### config.mk
export PLATFORM = sky130hd
export DESIGN_NAME = gen_scheduler
export DESIGN_NICKNAME = d
export VERILOG_FILES = /design/src/rtl/gen_sched_pkg.sv /design/src/rtl/quota_counter.sv /design/src/rtl/gen_scheduler.sv
export SDC_FILE = /design/constraint.sdc
export NUM_CORES = 1
export LEC_CHECK = 0
export CAP_MARGIN = 15
export CORE_UTILIZATION = 38
export CTS_BUF_LIST = sky130_fd_sc_hd__clkbuf_8
export CTS_CLUSTER_DIAMETER = 80
export DETAILED_ROUTE_END_ITERATION = 6
export GPL_TIMING_DRIVEN = 0
export MAX_ROUTING_LAYER = met4
export PLACE_DENSITY = 0.78
export SYNTH_ARGS = -nofsm -noshare
export SYNTH_HDL_FRONTEND = slang
export SYNTH_SLANG_ARGS = --single-unit
### constraint.sdc
create_clock -name clock -period 1.8 [get_ports clock]
set_input_delay 0.36 -clock clock [delete_from_list [all_inputs] [get_ports clock]]
set_output_delay 0.36 -clock clock [all_outputs]
set_load 0.005 [all_outputs]
### src/rtl/gen_sched_pkg.sv
// Shared types and constants for the fibonacci/timer write-port scheduler.
// Optional per-generator word counters: GEN_SCHED_WORD_CNT_EN.
package gen_sched_pkg;

  localparam logic [5:0] LED_IDLE  = 6'd0;
  localparam logic [5:0] LED_GNT_F = 6'd1;
  localparam logic [5:0] LED_GNT_T = 6'd2;
  localparam logic [5:0] LED_GAP   = 6'd4;
  localparam logic [5:0] LED_HOLD  = 6'd8;
  localparam logic [5:0] LED_DRAIN = 6'd16;

  // State encoding doubles as the LED one-hot pattern.
  typedef enum logic [5:0] {
    S_IDLE  = LED_IDLE,
    S_GNT_F = LED_GNT_F,
    S_GNT_T = LED_GNT_T,
    S_GAP   = LED_GAP,
    S_HOLD  = LED_HOLD,
    S_DRAIN = LED_DRAIN
  } state_t;

  localparam logic [1:0] GM_NONE = 2'b00;
  localparam logic [1:0] GM_TIM  = 2'b01;
  localparam logic [1:0] GM_FIB  = 2'b10;
  localparam logic [1:0] GM_BOTH = 2'b11;

  localparam logic OWN_F = 1'b0;
  localparam logic OWN_T = 1'b1;

  function automatic logic [1:0] gm_code(input logic af,
                                         input logic at);
    return {af, at};
  endfunction

endpackage

### src/rtl/quota_counter.sv
// Burst quota counter: counts accepted words, wraps at BURST.
// hit flags that the current word would be the last of the burst.
module quota_counter #(
  parameter int BURST = 4,
  parameter int W     = $clog2(BURST) + 1
) (
  input  logic clock,
  input  logic reset,
  input  logic i_inc,
  input  logic i_clr,
  output logic o_hit
);

  logic [W-1:0] r_q;
  logic         w_last;

  assign w_last = (r_q == W'(BURST - 1));
  assign o_hit  = w_last;

  always_ff @(posedge clock) begin
    if (reset || i_clr) begin
      r_q <= '0;
    end else if (i_inc) begin
      r_q <= w_last ? '0 : r_q + 1'b1;
    end
  end

endmodule

### src/rtl/gen_scheduler.sv
// Round-robin owner of the wrapper write port for fib and timer generators.
// Optional word counters cnt_f/cnt_t: GEN_SCHED_WORD_CNT_EN.
module gen_scheduler
  import gen_sched_pkg::*;
#(
  parameter int BURST = 4,
  parameter int DW    = 16
) (
  input  logic          clock,
  input  logic          reset,
  input  logic          start_f,
  input  logic          start_t,
  input  logic          stop_f_t,
  input  logic          buffer_full,
  input  logic          buffer_empty,
  input  logic          data_2_valid,
  input  logic          f_valid,
  input  logic [DW-1:0] f_out,
  input  logic          t_valid,
  input  logic [DW-1:0] t_out,
  output logic          f_en,
  output logic          t_en,
  output logic          data_1_en,
  output logic [DW-1:0] data_1,
  output logic [1:0]    gen_mod,
`ifdef GEN_SCHED_WORD_CNT_EN
  output logic [15:0]   cnt_f,
  output logic [15:0]   cnt_t,
`endif
  output logic [5:0]    LED
);

  state_t        r_state;
  logic          r_own;
  logic          r_act_f;
  logic          r_act_t;
  logic [1:0]    r_gm;
  logic          r_d1_en;
  logic [DW-1:0] r_d1;

  logic w_acc_f;
  logic w_acc_t;
  logic w_acc;
  logic w_gnt;
  logic w_other;
  logic w_hit;
  logic w_last;
  logic w_rot;
  logic w_clr;
  logic w_done;

  assign w_acc_f = f_valid & (r_own == OWN_F);
  assign w_acc_t = t_valid & (r_own == OWN_T);
  assign w_acc   = w_acc_f | w_acc_t;
  assign w_gnt   = (r_state == S_GNT_F) | (r_state == S_GNT_T);
  assign w_other = (r_own == OWN_F) ? r_act_t : r_act_f;
  assign w_last  = w_acc & w_hit & w_other;
  assign w_done  = buffer_empty & ~data_2_valid;
  assign w_clr   = (r_state == S_IDLE) | (r_state == S_GAP) |
                   (r_state == S_DRAIN);

  // Drop enable on the burst's last word so no extra word is issued.
  assign w_rot = w_gnt & ~stop_f_t & ~buffer_full & w_last;

  assign f_en      = (r_state == S_GNT_F) & ~buffer_full & ~w_rot;
  assign t_en      = (r_state == S_GNT_T) & ~buffer_full & ~w_rot;
  assign data_1_en = r_d1_en;
  assign data_1    = r_d1;
  assign gen_mod   = r_gm;
  assign LED       = 6'(r_state);

  quota_counter #(
    .BURST(BURST)
  ) u_quota (
    .clock(clock),
    .reset(reset),
    .i_inc(w_acc),
    .i_clr(w_clr),
    .o_hit(w_hit)
  );

  always_ff @(posedge clock) begin
    if (reset) begin
      r_state <= S_IDLE;
      r_own   <= OWN_F;
      r_act_f <= 1'b0;
      r_act_t <= 1'b0;
      r_gm    <= GM_NONE;
    end else begin
      if (stop_f_t) begin
        r_act_f <= 1'b0;
        r_act_t <= 1'b0;
      end else begin
        if (start_f) r_act_f <= 1'b1;
        if (start_t) r_act_t <= 1'b1;
      end
      if (r_state != S_DRAIN)
        r_gm <= gm_code(r_act_f, r_act_t);
      unique case (r_state)
        S_IDLE: begin
          if (r_act_f) begin
            r_state <= S_GNT_F;
            r_own   <= OWN_F;
          end else if (r_act_t) begin
            r_state <= S_GNT_T;
            r_own   <= OWN_T;
          end
        end
        S_GNT_F, S_GNT_T: begin
          if (stop_f_t)         r_state <= S_DRAIN;
          else if (buffer_full) r_state <= S_HOLD;
          else if (w_last)      r_state <= S_GAP;
        end
        S_GAP: begin
          if (r_own == OWN_F) begin
            r_state <= S_GNT_T;
            r_own   <= OWN_T;
          end else begin
            r_state <= S_GNT_F;
            r_own   <= OWN_F;
          end
        end
        S_HOLD: begin
          if (stop_f_t)
            r_state <= S_DRAIN;
          else if (!buffer_full)
            r_state <= (r_own == OWN_T) ? S_GNT_T : S_GNT_F;
        end
        S_DRAIN: begin
          if (w_done) r_state <= S_IDLE;
        end
        default: r_state <= S_IDLE;
      endcase
    end
  end

  always_ff @(posedge clock) begin
    if (reset) begin
      r_d1_en <= 1'b0;
      r_d1    <= '0;
    end else begin
      r_d1_en <= w_acc;
      if (w_acc) r_d1 <= (r_own == OWN_T) ? t_out : f_out;
    end
  end

`ifdef GEN_SCHED_WORD_CNT_EN
  logic [15:0] r_cnt_f;
  logic [15:0] r_cnt_t;
  logic        w_to_idle;

  assign w_to_idle = (r_state == S_DRAIN) & w_done;
  assign cnt_f     = r_cnt_f;
  assign cnt_t     = r_cnt_t;

  always_ff @(posedge clock) begin
    if (reset || w_to_idle) begin
      r_cnt_f <= '0;
      r_cnt_t <= '0;
    end else begin
      if (w_acc_f) r_cnt_f <= r_cnt_f + 16'd1;
      if (w_acc_t) r_cnt_t <= r_cnt_t + 16'd1;
    end
  end
`endif

endmodule
# --- Word-level counts from Yosys, hierarchy flattened ---
# Index checks and enable logic that the tools add are counted.
totals:
  word_cells: 66
  output_inout_bits: 27
  register_bits: 31
op_classes:
  n_reduce_logical: 7
  n_eq_ne: 11
  bitwise: 21
  n_addsub: 1
  n_mux: 18
op_table:
  columns: ["operator", "count"]
  rows:
  - ["6-bit two-way mux", 8]
  - ["6-bit case mux with 5 select lines", 1]
  - ["16-bit two-way mux", 1]
  - ["1-bit AND", 12]
  - ["6-bit by 1-bit == test with 1-bit output (second input constant)", 1]
  - ["6-bit by 2-bit == test with 1-bit output (second input constant)", 1]
  - ["6-bit by 3-bit == test with 1-bit output (second input constant)", 1]
  - ["6-bit by 4-bit == test with 1-bit output (second input constant)", 1]
  - ["6-bit by 5-bit == test with 1-bit output (second input constant)", 1]
  - ["6-bit zero test", 1]
  - ["3-bit inequality test (second input constant)", 2]
  - ["6-bit by 5-bit inequality test with 1-bit output (second input constant)", 1]
  - ["1-bit NOT", 5]
  - ["1-bit two-way mux", 4]
  - ["2-bit two-way mux", 2]
  - ["4-bit inequality test (second input constant)", 1]
  - ["1-bit OR", 4]
  - ["4-bit AND reduction", 1]
  - ["2-bit OR reduction", 2]
  - ["3-bit by 1-bit adder with 3-bit output (second input constant)", 1]
  - ["3-bit by 2-bit == test with 1-bit output (second input constant)", 1]
  - ["3-bit two-way mux", 1]
  - ["2-bit inequality test (second input constant)", 1]
  - ["1-bit case mux with 2 select lines", 1]
  - ["3 further kinds", 3]

# --- Depth between registers and ports, before layout ---
logic_depth:
  depth_word: 9
  depth_mapped: 6
  mapped_depth_nobuf: 5

# --- By module ---
# Synthesis repeated with hierarchy kept, for this count alone.
hier_totals:
  cells_unflattened: 160
  area_unflattened_um2: 1532.7
by_module_without_submodules:
  columns: ["module", "area_per_inst_um2", "instances", "seq_area_each_um2", "cells_each"]
  rows:
  - ["gen_scheduler", 1392.6, 1, 540.5, 147]
  - ["quota_counter", 140.1, 1, 60.1, 13]

# --- Worst setup path after synthesis ---
# Ideal clock, no wire load.
synth_path:
  path_kind: "reg-to-reg"
  start: "register r_state[0] (netlist: LED[0])"
  end: "register r_state[0] (netlist: LED[0])"
  path_buffers: 1
  arrival_time_ps: 1588
  stages_incl_launch_ff: 6
  period_less_slack_ps: 1711
  setup_ps: 123
  setup_slack_ps: 89
  cell_sequence: "dfxtp_1 -> buf_2 -> nor4_1 -> o211a_1 -> a221o_1 -> mux2_1"
synth_between:
  elab_chain_len: 4
  word_cells_on_any_way: 13
  classes_between: "eq/ne (9); mux (1); reduce/logical (3)"
synth_rtl:
  columns: ["element", "line_no", "rtl"]
  rows:
  - ["start: declaration", "gen_scheduler.sv:33", "state_t r_state;"]
  - ["start signal: assignment", "gen_scheduler.sv:127", "r_state <= (r_own == OWN_T) ? S_GNT_T : S_GNT_F;"]
  - ["6-bit by 1-bit == test with 1-bit output / 6-bit by 2-bit == test with 1-bit output (equally long branches)", "gen_scheduler.sv:99", "unique case (r_state)"]
  - ["2-bit OR reduction", "gen_scheduler.sv:99", null]
  - ["4-bit inequality test (no source line)", null, null]
  - ["4-bit AND reduction (no source line)", null, null]
# Parallel ways exist; a longest one is shown, timed or not.
# A chain may end at the register's enable or synchronous reset.

# --- Final worst setup path ---
layout_path:
  start: "register r_state[4] (netlist: LED[4])"
  end: "output port t_en"
layout_between:
  elab_chain_len: 7
  word_cells_on_any_way: 9
  classes_between: "eq/ne (2); bitwise (7)"
layout_rtl:
  columns: ["element", "line_no", "rtl"]
  rows:
  - ["6-bit by 1-bit == test with 1-bit output / 6-bit by 2-bit == test with 1-bit output (equally long branches)", "gen_scheduler.sv:55, gen_scheduler.sv:66", null]
  - ["1-bit OR", "gen_scheduler.sv:55", "assign w_gnt = (r_state == S_GNT_F) | (r_state == S_GNT_T);"]
  - ["1-bit AND (3 in series)", "gen_scheduler.sv:63", "assign w_rot = w_gnt & ~stop_f_t & ~buffer_full & w_last;"]
  - ["1-bit NOT", "gen_scheduler.sv:66", "assign t_en = (r_state == S_GNT_T) & ~buffer_full & ~w_rot;"]
  - ["1-bit AND (*)", "gen_scheduler.sv:66", null]
  - ["end: declaration", "gen_scheduler.sv:22", "output logic t_en,"]
# Every way passes the cells marked *; elsewhere a longest branch is shown, timed or not.

==> results.ini <==
[run_status]
outcome = finished with violations
violations = negative setup slack

[hold_path]
hold_depth = 2
hold_end = LED[2]$_SDFFE_PP0P_
hp-class = in2reg
hp-start = buffer_full

[cells_and_area]
area_growth_syn_to_layout_pct = 66.02
layout.nets = 288
final_cells = 294
drive_gt1_share_pct = 17.89
diodes = 0
final_area_sq_mm = 0.002470

[placement]
detailedPlace.worstSlack_ns = -0.7008
dpl-instance-area_sq_mm = 0.002218
io_buffer_count = 67
gp_congestion = 0.7959
dp_hpwl_microns = 2606
dp.cells = 281

[timing]
finalSetupTns_ns = -0.08873
setup_violations = 2
setup_ws_ns = -0.05053
slew_violations = 0
hold_violations = 0
fin_skew_ns = 0.008042
min_period_ns = 1.851
clock.fmax_mhz = 540.4
timing.final.crit_share_pct = 102.8
rsz0062_at_grt = true

[critical_path]
reg2reg_from = u_quota.r_q[0]$_SDFFE_PP0N_
crit_family = simple AND/OR/NAND/NOR gates
reg2reg_setup_slack_ns = 0.06
start_kind = flop
crit_type = reg2out
r2r-end = LED[0]$_SDFFE_PP0P_
path_max_fanout = 6
r2r_cells = 6
crit_slowest_cell = dfxtp_4
slowest_delay_ns = 0.36
crit_start = LED[4]$_SDFFE_PP0P_
path_depth = 5
worstPathCellList = buf_8 > nor4_4 > o21ai_4 > nor3b_2 > buf_2
worstPathRequired_ns = 1.44
end_kind = output port
critical_path_buf_inv_count = 2
cp_data_arrival_time_ns = 1.49

[detailed_routing]
drtIter0Drc = 57
drt_pass1_iterations = 4
vias = 1484
vias_per_cell = 5.048
route.detailed.drc = 0
postRouteAntennaNets = 0
routedWlPerCell_microns = 12.90
drt-total-wl_microns = 3794

[die]
ioPinCount = 69
coreArea_sq_mm = 0.003716
fp.dieH_microns = 64.57
initial_utilization_pct = 40.03
die_x_microns = 64.57
die_area_sq_mm = 0.004169
rows = 22

[power]
leakagePower_nw = 0.9318
ir_drop_v = 0.0004778
cellPowerDensity_mw_per_mm2 = 942.5

[grt]
grt_pass1_vias = 1375
antenna_found_initial = 0
grt_overflow = 0
grt.total_usage_pct = 19.91
grt_max_degree = 11
grt_pass1_wl_microns = 6196

[logic_synthesis]
avgSynthCellArea_sq_um = 8.962
async_reset_ff_share_pct = 0
syn_inst = 166
synth_seq_cells = 30
ys_types = 38
synth_area_sq_mm = 0.001488
syn_nets = 209
synth-edff-count = 0
synth_ff_type = dfxtp_1
ys_warn_count = 0
seq_area_frac_synth_pct = 40.37

[cts]
cts_hold_buf = 0
clock_latency_ns = 0.28
cts-root-buf = clkbuf_8
clkTransAtPathRegs_ns = 0.06
numClockSinks = 30
max-clock-path-buffers = 2
cts_tree = yes
cts.htree.levels = 2
cts_made_buffers = 5

[run]
maxCapViolations = 0

==> cell type report <==
type                            count  area, sq um
Sequential cell                    30        611.8
Multi-Input combinational cell    117        894.6
Tap cell                           48        60.06
Inverter                            4        15.01
Buffer                             13        85.08
Fill cell                         335         1246
Clock buffer                        6        82.58
Timing Repair Buffer               74        711.9
Clock inverter                      2        8.758
==> layer usage <==
metal | vias up | global-route usage, % | share of wire, %
met5 | - | - | 0
met4 | 0 | 6.667 | 1.5
met3 | 6 | 8.275 | 8.2
met2 | 66 | 33.16 | 48
met1 | 667 | 21.31 | 42
li1 | 745 | - | -
==> timing repair <==
| action | CTS | global route |
|---|---|---|
| resized for setup | 23 | 27 |
| buffers inserted | 2 | 5 |
| setup endpoints to repair | 4 | 4 |
| pin swaps | 3 | 6 |
==> cell families (layout without fill, tap and decap cells) <==
logic type	Yosys count	count (layout)	share of synthesized area, %
compound gates	31	31	15.31
xor+xnor	2	2	1.178
fa+ha+maj	1	1	0.8409
buf+inv	19	99	5.803
flops	30	30	40.37
mux	24	24	16.57
other cells	1	1	0.2521
simple gates	58	58	19.68
==> metrics by stage <==
stage,hold slack (ns),power [mW],utilization (%)
after CTS,0.4451,2.249,63.60
after global placement,0.4199,1.666,59.70
after detailed placement,0.4233,1.668,59.70
after global routing,0.4374,2.479,66.46
final,0.4459,2.328,66.46
after floorplan,0.4100,1.315,-
==> worst max-delay path by stage <==
| stage | slack, ns | endpoint |
|---|---|---|
| floorplan | 0.09 | LED[0]$_SDFFE_PP0P_ |
| global placement | -0.69 | t_en |
| detailed placement | -0.70 | f_en |
| CTS | -0.09 | f_en |
| global route | -0.15 | t_en |
| finish | -0.05 | t_en |
==> synth_stat cells, types with 2 or more instances <==
cell type | instances | area share [%]
a32oi_1 | 2 | 1.2
clkbuf_1 | 7 | 1.8
inv_1 | 4 | 1.0
a21oi_1 | 4 | 1.3
nor3b_1 | 2 | 1.0
buf_2 | 6 | 2.0
mux2_1 | 4 | 3.0
nand3_1 | 4 | 1.3
nand2_1 | 5 | 1.3
dfxtp_1 | 30 | 40
nor3_1 | 2 | 0.67
nor2b_1 | 6 | 2.5
a211oi_1 | 16 | 8.1
nor2_1 | 28 | 7.1
buf_4 | 2 | 1.0
nor4_1 | 3 | 1.3
mux2i_1 | 19 | 13
xor2_1 | 2 | 1.2
==> sequential cells by signal, indices dropped and copies added, names as in the netlist <==
register     count
data_1          16
u_quota.r_q      3
r_own            1
data_1_en        1
gen_mod          2
LED              5
r_act_f          1
r_act_t          1
==> power by group <==
group          total (mW)  leakage [nW]  switching, mW  internal (mW)
sequential          0.829         0.250         0.0672          0.761
combinational       0.956         0.629          0.428          0.528
clock               0.543        0.0524          0.241          0.302
==> cells in the final DEF (no fill, tap or decap), types with 2 or more instances in the layout <==
cell	synthesis	final
buf_2	6	4
nor2_2	0	2
nor3_1	2	2
a32oi_1	2	2
dfxtp_4	0	2
clkbuf_1	7	6
mux2_1	4	3
buf_4	2	9
a211oi_1	16	16
nor2b_1	6	5
dfxtp_2	0	3
clkdlybuf4s50_1	0	61
nor3b_2	0	2
nor4_2	1	2
nor2_1	28	26
a21oi_1	4	4
clkbuf_8	0	6
dfxtp_1	30	25
nand2_1	5	5
inv_1	4	5
buf_6	0	2
mux2i_1	19	19
nand3_1	4	3
dlygate4sd2_1	0	3
==> worst reg2reg max path: stages (launching register included) <==
cell and delay (ns):
dfxtp_2 0.34, ha_1 0.17, nor2b_4 0.18, nand3_4 0.10, buf_4 0.16, a221o_1 0.35
mux2_1 0.33
(Power assumes the default switching activity.)
